### config.mk
export PLATFORM = sky130hd
export DESIGN_NAME = rom_page_ctrl
export DESIGN_NICKNAME = d
export VERILOG_FILES = /design/src/rtl/rom_page_pkg.sv /design/src/rtl/step_debounce.sv /design/src/rtl/rom_page_ctrl.sv
export SDC_FILE = /design/constraint.sdc
export NUM_CORES = 1
export LEC_CHECK = 0
export BUFFER_PORTS_ARGS = -buffer_cell sky130_fd_sc_hd__buf_2
export CORE_MARGIN = 5
export CORE_UTILIZATION = 40
export DETAILED_ROUTE_END_ITERATION = 8
export GPL_TIMING_DRIVEN = 0
export PLACE_DENSITY = 0.7
export SLEW_MARGIN = 20
export SYNTH_ARGS = -nofsm -noshare
export SYNTH_HDL_FRONTEND = slang
export SYNTH_SLANG_ARGS = --single-unit
### constraint.sdc
create_clock -name CLK -period 2.17 [get_ports CLK]
set_input_delay 0.1085 -clock CLK [delete_from_list [all_inputs] [get_ports CLK]]
set_output_delay 0.1085 -clock CLK [all_outputs]
set_load 0.05 [all_outputs]
### src/rtl/rom_page_pkg.sv
// rom_page_pkg: mode encodings, FSM state codes and debounce width shared by rom_page_ctrl
package rom_page_pkg;
    localparam logic [1:0] MODE_INPUT = 2'd0;
    localparam logic [1:0] MODE_RUN   = 2'd1;
    localparam logic [1:0] MODE_DEBUG = 2'd2;
    localparam logic [2:0] ST_IDLE        = 3'd0;
    localparam logic [2:0] ST_WRITE       = 3'd1;
    localparam logic [2:0] ST_VERIFY_ADDR = 3'd2;
    localparam logic [2:0] ST_VERIFY_CHK  = 3'd3;
    localparam logic [2:0] ST_SCAN_ADDR   = 3'd4;
    localparam logic [2:0] ST_SCAN_LOAD   = 3'd5;
    localparam int DEB_W = 12;
endpackage

### src/rtl/step_debounce.sv
// step_debounce: 2-flop synchroniser, stability filter and rising-edge pulse for a bouncing push-button
//   clk   : clock
//   rst   : asynchronous active-high reset
//   din   : raw asynchronous button level
//   pulse : one-cycle pulse per accepted 0->1 transition (level stable for 2^CNT_W cycles)
module step_debounce
    import rom_page_pkg::*;
#(
    parameter int CNT_W = DEB_W
) (
    input  logic clk,
    input  logic rst,
    input  logic din,
    output logic pulse
);
    logic [1:0]       sync_q, sync_d;
    logic [CNT_W-1:0] cnt_q, cnt_d;
    logic             stable_q, stable_d, pulse_q, pulse_d, diff;
    always_comb begin
        sync_d   = {sync_q[0], din};
        diff     = sync_q[1] != stable_q;
        // counts only while the input disagrees with the accepted level; any agreement restarts it
        cnt_d    = diff ? cnt_q + 1'b1 : '0;
        stable_d = (diff && (&cnt_q)) ? sync_q[1] : stable_q;
        pulse_d  = stable_d & ~stable_q;
    end
    always_ff @(posedge clk or posedge rst) begin
        if (rst) begin
            sync_q   <= '0;
            cnt_q    <= '0;
            stable_q <= 1'b0;
            pulse_q  <= 1'b0;
        end else begin
            sync_q   <= sync_d;
            cnt_q    <= cnt_d;
            stable_q <= stable_d;
            pulse_q  <= pulse_d;
        end
    end
    assign pulse = pulse_q;
endmodule

### src/rtl/rom_page_ctrl.sv
// rom_page_ctrl: mode select, ROM write pointer, page tracking and paced column scan for the i4001 ROM board
//   Optional macro WRITE_VERIFY_EN: read back every written word and raise sticky ERR on mismatch
//   CLK, RESET           : sole clock, asynchronous active-high reset
//   SWITCH, RUN_SEL      : mode select (0 = INPUT; 1 with RUN_SEL 0/1 = RUN/DEBUG)
//   STEP                 : raw push-button; PAGE_DIR / CHIP_SEL steer DEBUG page stepping
//   DATA_IN              : word to program; ROM_RDATA: ROM data one cycle after ROM_ADDR
//   ROM_ADDR/WE/WDATA    : ROM port; DMD_DATA/COL/LOAD: matrix column load
//   PAGE, MODE, ERR      : page for 7-seg, current mode, sticky verify error
module rom_page_ctrl
    import rom_page_pkg::*;
#(
    parameter int ADDR_W    = 11,
    parameter int DATA_W    = 16,
    parameter int COL_LOG2  = 5,
    parameter int SCAN_DIV  = 1024,
    parameter int DEB_CNT_W = DEB_W
) (
    input  logic                         CLK,
    input  logic                         RESET,
    input  logic                         SWITCH,
    input  logic                         RUN_SEL,
    input  logic                         STEP,
    input  logic                         PAGE_DIR,
    input  logic                         CHIP_SEL,
    input  logic [DATA_W-1:0]            DATA_IN,
    input  logic [DATA_W-1:0]            ROM_RDATA,
    output logic [ADDR_W-1:0]            ROM_ADDR,
    output logic                         ROM_WE,
    output logic [DATA_W-1:0]            ROM_WDATA,
    output logic [DATA_W-1:0]            DMD_DATA,
    output logic [COL_LOG2-1:0]          DMD_COL,
    output logic                         DMD_LOAD,
    output logic [ADDR_W-COL_LOG2-1:0]   PAGE,
    output logic [1:0]                   MODE,
    output logic                         ERR
);
    localparam int PG_W  = ADDR_W - COL_LOG2;
    localparam int DIV_W = $clog2(SCAN_DIV);
    logic [1:0]          sw_q, sw_d, rs_q, rs_d, mode_q, mode_d;
    logic [2:0]          state_q, state_d;
    logic [ADDR_W-1:0]   wptr_q, wptr_d;
    logic [PG_W-1:0]     dbg_q, dbg_d, page;
    logic [COL_LOG2-1:0] col_q, col_d;
    logic [DIV_W-1:0]    div_q, div_d;
    logic                pend_q, pend_d, step, svc, tick, chg, we, load;
    step_debounce #(.CNT_W(DEB_CNT_W)) u_step (.clk(CLK), .rst(RESET), .din(STEP), .pulse(step));
    always_comb begin
        sw_d    = {sw_q[0], SWITCH};
        rs_d    = {rs_q[0], RUN_SEL};
        mode_d  = !sw_q[1] ? MODE_INPUT : rs_q[1] ? MODE_DEBUG : MODE_RUN;
        chg     = mode_d != mode_q;
        tick    = div_q == DIV_W'(SCAN_DIV - 1);
        svc     = step | pend_q;
        // RUN reuses the write-pointer page: the pointer cannot move outside INPUT, so it stays frozen
        page    = (mode_q == MODE_DEBUG) ? dbg_q : wptr_q[ADDR_W-1:COL_LOG2];
        state_d = state_q;
        wptr_d  = wptr_q;
        dbg_d   = dbg_q;
        col_d   = col_q;
        div_d   = (mode_q == MODE_INPUT || tick) ? '0 : div_q + 1'b1;
        pend_d  = pend_q | step;
        case (state_q)
            ST_IDLE: begin
                pend_d = 1'b0;
                if (mode_q == MODE_INPUT && svc) state_d = ST_WRITE;
                if (mode_q == MODE_DEBUG && svc && !CHIP_SEL) begin
                    dbg_d = PAGE_DIR ? dbg_q + 1'b1 : dbg_q - 1'b1;
                    col_d = '0;
                end
                if (mode_q != MODE_INPUT && tick) state_d = ST_SCAN_ADDR;
            end
`ifdef WRITE_VERIFY_EN
            ST_WRITE:       state_d = ST_VERIFY_ADDR;
            ST_VERIFY_ADDR: state_d = ST_VERIFY_CHK;
            ST_VERIFY_CHK: begin
                state_d = ST_IDLE;
                wptr_d  = wptr_q + 1'b1;
            end
`else
            ST_WRITE: begin
                state_d = ST_IDLE;
                wptr_d  = wptr_q + 1'b1;
            end
`endif
            ST_SCAN_ADDR: state_d = ST_SCAN_LOAD;
            ST_SCAN_LOAD: begin
                col_d   = col_q + 1'b1;
                // a tick landing here (SCAN_DIV = 2) chains straight into the next column
                state_d = tick ? ST_SCAN_ADDR : ST_IDLE;
            end
            default: state_d = ST_IDLE;
        endcase
        if (chg) begin
            state_d = ST_IDLE;
            col_d   = '0;
            pend_d  = 1'b0;
            div_d   = '0;
        end
    end
    always_ff @(posedge CLK or posedge RESET) begin
        if (RESET) begin
            sw_q    <= '0;
            rs_q    <= '0;
            mode_q  <= MODE_INPUT;
            state_q <= ST_IDLE;
            wptr_q  <= '0;
            dbg_q   <= '0;
            col_q   <= '0;
            div_q   <= '0;
            pend_q  <= 1'b0;
        end else begin
            sw_q    <= sw_d;
            rs_q    <= rs_d;
            mode_q  <= mode_d;
            state_q <= state_d;
            wptr_q  <= wptr_d;
            dbg_q   <= dbg_d;
            col_q   <= col_d;
            div_q   <= div_d;
            pend_q  <= pend_d;
        end
    end
    always_comb begin
        we        = state_q == ST_WRITE;
        load      = state_q == ST_SCAN_LOAD;
        ROM_ADDR  = (mode_q == MODE_INPUT) ? wptr_q : {page, col_q};
        ROM_WE    = we;
        ROM_WDATA = we ? DATA_IN : '0;
        DMD_LOAD  = we | load;
        DMD_DATA  = we ? DATA_IN : load ? ROM_RDATA : '0;
        DMD_COL   = we ? wptr_q[COL_LOG2-1:0] : load ? col_q : '0;
        PAGE      = page;
        MODE      = mode_q;
    end
`ifdef WRITE_VERIFY_EN
    logic [DATA_W-1:0] wdat_q, wdat_d;
    logic              err_q, err_d;
    always_comb begin
        wdat_d = we ? DATA_IN : wdat_q;
        // leaving RUN/DEBUG for INPUT is the synchronised SWITCH 1->0, which clears the error
        err_d  = (chg && mode_d == MODE_INPUT) ? 1'b0
               : err_q | (state_q == ST_VERIFY_CHK && ROM_RDATA != wdat_q);
    end
    always_ff @(posedge CLK or posedge RESET) begin
        if (RESET) begin
            wdat_q <= '0;
            err_q  <= 1'b0;
        end else begin
            wdat_q <= wdat_d;
            err_q  <= err_d;
        end
    end
    assign ERR = err_q;
`else
    assign ERR = 1'b0;
`endif
endmodule

==> impl_metrics.py, run 1 <==
metrics = {
    "global_route": {
        "overflow": 0,
        "grt_pass1_vias": 2650,
        "grt_util_all_layers_pct": 15.30,
        "grt_pass1_wl_um": 12390,
        "grt_max_degree": 58,
        "antenna_found_initial": 0,
    },
    "detailed_routing": {
        "first_pass_iters": 4,
        "wire_per_inst_um": 13.97,
        "detail-route-antenna-nets": 0,
        "first_iter_violations": 88,
        "route.detailed.drc": 0,
        "wl_um": 7765,
        "viasPerCell": 4.942,
        "vias": 2748,
    },
    "pwr": {
        "irDropWorstVdd_v": 0.0004123,
        "p_leak_nw": 2.035,
        "combPwrFrac_pct": 6.8,
        "power.density_mw_per_mm2": 524.8,
        "power.internal_mw": 1.695,
        "p_seq_share_pct": 49.4,
        "total_power_mw": 2.203,
        "clkPwrFrac_pct": 43.8,
        "switchingPower_uw": 508.3,
        "p_sw_share_pct": 23.07,
    },
    "critical_path": {
        "reg2reg_slack_ns": 0.42,
        "critical_path_class": "reg -> out",
        "critPathBufInv": 1,
        "worstSetupEndpointType": "output port",
        "critPathArrivalTime_ns": 1.97,
        "start_kind": "register",
        "cp_top_family": "simple AND/OR/NAND/NOR gates",
        "ff2ff_path_depth": 4,
        "r2r_start": "u_step.cnt_q[0]",
        "path_cells": "nor2_1, mux2_2, buf_2",
        "cp-endpoint": "ROM_ADDR[4]",
        "startpoint": "MODE[1]",
        "rr_endpoint": "u_step.stable_q",
        "crit_cells": 3,
        "slowest_stage": "nor2_1",
        "cp_data_required_time_ns": 2.06,
        "cpPeakStageDelay_ns": 0.55,
        "cp_max_fo": 7,
    },
    "timing": {
        "worst_pin_slew_ns": 0.6890,
        "max-slew-margin-rel_pct": 53.89,
        "grt_setup_unrepaired": "false",
        "fmax_ghz": 0.4823,
        "fin_crit_ns": 2.074,
        "setup_viol": 0,
        "maxSlewViolCount": 0,
        "finalHoldViolCount": 0,
        "fin_ws_ns": 0.09650,
        "setup_tns_ns": 0,
        "period_share_pct": 95.55,
        "worst_clock_skew_ns": 0.006473,
    },
    "clocking": {
        "h-tree-depth": 3,
        "clock_path_buffers": 2,
        "clk_pin_slew_ns": 0.06,
        "postCtsSetupBuffers": 0,
        "cts_tree": "done",
        "root_buffer": "clkbuf_8",
        "cts_buffers": 9,
        "clkLatencyLatePin_ns": 0.34,
        "cts_sinks": 57,
    },
    "synthesis": {
        "synthFlopType": "dfrtp_1",
        "avgSynthCellArea_um2": 9.972,
        "ys_types": 41,
        "syn_nets": 383,
        "ys_async_sr_fraction_pct": 100.0,
        "ys_seq_area_share_pct": 42.70,
        "synth_edf_count": 0,
        "synthesis.area_mm2": 0.003341,
        "yosysMostFrequentCell": "dfrtp_1",
        "yosys.area.top_type_share_pct": 42.70,
        "synth-seq-cells": 57,
        "yosysWarnings": 0,
        "yosysTopAreaCell": "dfrtp_1",
        "syn_inst": 335,
        "synth_commonest_cells": "dfrtp_1 (57), nor2_1 (28), nor2b_1 (27)",
        "yosys-top-cells-area": "dfrtp_1 (43%), mux2i_1 (6.9%), mux2_2 (6.4%)",
    },
    "die": {
        "rows": 33,
        "ios": 98,
        "die_h_um": 101.4,
        "die_w_um": 101.4,
        "core_mm2": 0.008175,
        "start_util_pct": 40.86,
        "dieArea_mm2": 0.01028,
    },
    "placement": {
        "place_area_mm2": 0.003955,
        "dp_hpwl_um": 5915,
        "port_buffers": 96,
        "gp_congestion": 0.7663,
        "pre_cts_ws_ns": 0.4313,
    },
    "finish": {
        "drive_gt1_share_pct": 32.59,
        "finalCoreUtilization_pct": 51.35,
        "area.growth.synth_to_final_pct": 25.66,
        "final_area_mm2": 0.004198,
        "diodes": 0,
        "fill_cells": 751,
        "final_nets": 494,
    },
    "min_path": {
        "hold_path_class": "in -> reg",
    },
    "run": {
        "drv_cap": 0,
    },
    "run_status": {
        "status": "finished, final reports clean",
    },
}
[registers in the layout, indices dropped and copies added, names as in the netlist]
name / cells
div_q: 10
u_step.pulse: 1
u_step.sync_q: 2
wptr_q: 11
u_step.cnt_q: 12
state_q: 2
u_step.stable_q: 1
sw_q: 2
col_q: 5
rs_q: 2
pend_q: 1
MODE: 2
dbg_q: 6
[how the worst min path moves through the flow]
stage / start / end / slack (ns) / depth (start not counted)
2_1_floorplan: RUN_SEL / rs_q[0] / 0.14 / 0
3_3_place_gp: RUN_SEL / rs_q[0] / 0.22 / 1
3_5_place_dp: SWITCH / sw_q[0] / 0.22 / 1
4_1_cts: PAGE_DIR / dbg_q[5] / 0.19 / 4
5_1_grt: PAGE_DIR / dbg_q[5] / 0.23 / 4
6_report: PAGE_DIR / dbg_q[5] / 0.21 / 4
[logic make-up (layout without fill, tap and decap cells)]
logic type	after synthesis	count (layout)	share of synthesized area, %
AND/OR/NAND/NOR	142	142	23.33
multiplexers	43	43	13.75
AO/OA/AOI/OAI	29	29	5.281
flip-flops	57	57	42.70
buffers and inverters	22	138	2.847
XOR/XNOR	32	32	8.390
other	1	1	0.1123
adder cells (fa/ha/maj)	9	9	3.596
[metrics by stage]
step | hold WS [ns] | cells
finish | 0.2138 | 556
global placement | 0.2199 | 536
global route | 0.2275 | 556
CTS | 0.1892 | 556
floorplan | 0.1399 | 335
detailed placement | 0.2178 | 536
[routing by layer]
layer  up-vias  track usage, %  part of all wire, %
met4         0           6.339                  1.6
met1      1310           20.13                   46
li1       1376               -                    -
met5         -               0                    0
met2        54           23.74                   48
met3         8           4.339                  4.5
[area by class of cell]
cell class              instances  area, µm²  area share [%]
inverters                       7      28.78          0.6855
plain buffers                  15      73.82           1.759
repair buffers                100      520.5           12.40
flip-flops and latches         57       1428           34.01
multi-input cells             256       1819           43.34
clock inverters                 5      55.05           1.311
clock buffers                  11      141.4           3.368
well taps                     105      131.4           3.130
[what timing repair did]
action / 4_1_cts / 5_1_grt
gates resized for setup: 0 / 3
endpoints found under the setup margin: 0 / 14
hold buffers: 4 / 0
hold endpoints to repair: 60 / 0
[cell usage in the layout (no fill, tap or decap), drive strengths merged, types with 5 or more instances in the layout]
cell type and count:
nand2 17, o21ai 7, buf 102, a21oi 12, mux2i 23, and2 19, nor2 28, nand4 9
clkbuf 20, and4 5, xor2 12, ha 8, inv 7, xnor2 20, nand3 18, nor2b 27
dfrtp 57, nor3 6, mux2 20
[power by group through the flow]
stage | combinational (mW) | clock (mW) | sequential, mW
floorplan | 0.0789 | 0 | 1.11
global placement | 0.142 | 0 | 1.11
detailed placement | 0.146 | 0 | 1.11
CTS | 0.151 | 1.01 | 1.09
global route | 0.167 | 1.05 | 1.09
finish | 0.149 | 0.965 | 1.09
[tightest hold or removal path: stages]
cell and delay (ns):
buf_2 0.13, nand4_1 0.07, mux2i_1 0.06, o21bai_1 0.14
Note: power is estimated with default switching activity, not from simulation.
==> run 2: changes to the inputs <==
--- a/config.mk
+++ b/config.mk
@@ -13,2 +13,3 @@
 export PLACE_DENSITY = 0.7
+export REMOVE_ABC_BUFFERS = 1
 export SLEW_MARGIN = 20
==> constraint.sdc (replaced) <==
create_clock -name CLK -period 2.17 [get_ports CLK]
set_input_delay 0.434 -clock CLK [delete_from_list [all_inputs] [get_ports CLK]]
set_output_delay 0.434 -clock CLK [all_outputs]
set_load 0.05 [all_outputs]
==> run 2 against run 1 <==
Effect of this change: wire length rose by 2.3%; first-iteration DRC count shrank 11%; clock skew is 0.0036 ns higher; sequential power is essentially flat; core utilization grew 0.077 points; largest cell class unchanged; sequential share of layout area grew 0.16 points; critical endpoint is now DMD_DATA[11]; total power is 7.1% lower.
==> impl_metrics.py, run 2 (synthesis gave the netlist of run 1 again) <==
metrics = {
    "run_status": {
        "status": "finished, final reports clean",
    },
    "placement": {
        "dp_cells": 521,
        "dp_hpwl_um": 5699,
        "gp_congestion": 0.7996,
        "port_buffers": 96,
    },
    "pwr": {
        "power.density_mw_per_mm2": 486.9,
        "irDropWorstVdd_v": 0.0002953,
        "p_leak_nw": 2.024,
    },
    "timing": {
        "fmax_ghz": 0.4743,
        "max-slew-margin-rel_pct": 35.92,
        "finalHoldViolCount": 0,
        "setup_tns_ns": 0,
        "worst_clock_skew_ns": 0.01009,
        "setup_viol": 0,
        "hold_slack_ns": 0.2068,
        "fin_crit_ns": 2.108,
        "period_share_pct": 97.15,
        "grt_setup_unrepaired": "false",
        "maxSlewViolCount": 0,
        "worst_pin_slew_ns": 0.9544,
    },
    "global_route": {
        "grt_pass1_wl_um": 12680,
        "overflow": 0,
        "grt_pass1_vias": 2688,
        "antenna_found_initial": 0,
        "grt_util_all_layers_pct": 15.36,
        "grt_max_degree": 58,
    },
    "die": {
        "core_mm2": 0.008175,
        "dieArea_mm2": 0.01028,
        "die_h_um": 101.4,
        "rows": 33,
        "die_w_um": 101.4,
        "ios": 98,
        "start_util_pct": 40.86,
    },
    "detailed_routing": {
        "vias": 2712,
        "first_pass_iters": 4,
        "first_iter_violations": 78,
        "wl_um": 7943,
        "wire_per_inst_um": 14.47,
        "viasPerCell": 4.940,
        "route.detailed.drc": 0,
        "detail-route-antenna-nets": 0,
    },
    "critical_path": {
        "cp_data_required_time_ns": 1.74,
        "path_cells": "buf_4, mux2i_1, nor2b_1, buf_2",
        "cpPeakStageDelay_ns": 0.58,
        "slowest_stage": "dfrtp_4",
        "critPathBufInv": 2,
        "critical_path_class": "reg -> out",
        "start_kind": "register",
        "critPathArrivalTime_ns": 1.67,
        "worstSetupEndpointType": "output port",
        "cp_top_family": "flip-flops",
        "cp_max_fo": 12,
    },
    "clocking": {
        "cts_sinks": 57,
        "h-tree-depth": 3,
        "root_buffer": "clkbuf_8",
        "clock_path_buffers": 2,
        "cts_tree": "done",
        "clkLatencyLatePin_ns": 0.33,
        "clk_pin_slew_ns": 0.07,
        "ctsHoldBuffers": 0,
        "cts_buffers": 9,
    },
    "finish": {
        "largest_reg_flops": 12,
        "mostFrequentLayoutCells": "buf_2 (96), dfrtp_1 (53), nor2_1 (27), nor2b_1 (25), mux2i_1 (23)",
        "diodes": 0,
        "top_register": "u_step.cnt_q",
        "drive_gt1_share_pct": 35.36,
        "fin_cells": 549,
        "finalCoreUtilization_pct": 51.42,
        "mostFrequentLayoutCell": "buf_2",
        "area.growth.synth_to_final_pct": 25.84,
        "final_nets": 488,
        "reg.largest.list": "u_step.cnt_q x12, wptr_q x11, div_q x10",
    },
    "min_path": {
        "hold_path_class": "in -> reg",
    },
    "run": {
        "drv_cap": 0,
    },
}
run 2: routing by layer:
metal  wire [µm]  vias to the layer above  global-route usage, %
met5           0                        -                      0
met4          37                        0                  4.192
met3         333                        4                  4.201
met2        4175                       41                  26.66
met1        3396                     1299                  18.76
li1            -                     1368                      -
run 2: worst paths after layout:
kind	start	to	slack, ns	depth (start not counted)
worst max-delay path	state_q[2]	DMD_DATA[11]	0.06	4
max in group asynchronous	RESET	state_q[0]	1.41	2
min in group asynchronous	RESET	u_step.cnt_q[0]	0.22	2
worst min register to register	rs_q[0]	rs_q[1]	0.35	0
worst max register to register	state_q[0]	dbg_q[5]	0.36	4
worst min-delay path	SWITCH	sw_q[0]	0.21	1
run 2: cell type report:
cell class | count | area (µm²)
multi-input combinational | 258 | 1874
timing repair buffer | 107 | 579.3
clock inverter | 4 | 22.52
fill | 773 | 3971
clock buffer | 11 | 131.4
tap | 105 | 131.4
sequential | 57 | 1436
inverter | 7 | 28.78
run 2: through the flow:
step	setup WS [ns]	power, mW	area [µm²]
CTS	0.009051	2.076	4123
global placement	-0.8808	1.243	3884
finish	0.06176	2.047	4204
global route	0.006312	2.140	4204
detailed placement	-0.3637	1.251	3892
floorplan	-1.071	1.187	3272
run 2: report_power, final:
group | internal [mW] | switching [mW]
combinational | 0.0634 | 0.0894
sequential | 1.08 | 0.0130
clock | 0.402 | 0.403
run 2: worst register-to-register path, stage by stage, from the launching register on:
cell and delay (ns):
dfrtp_4 0.61, nor3_2 0.38, nand3_2 0.32, o31ai_1 0.31, o21bai_1 0.08
run 2: what timing repair did:
item                                    CTS  global route
pin swaps                                 0             1
endpoints found under the setup margin   70            36
cloned                                    1             1
resized for setup                         8             4
setup buffers                             3             8
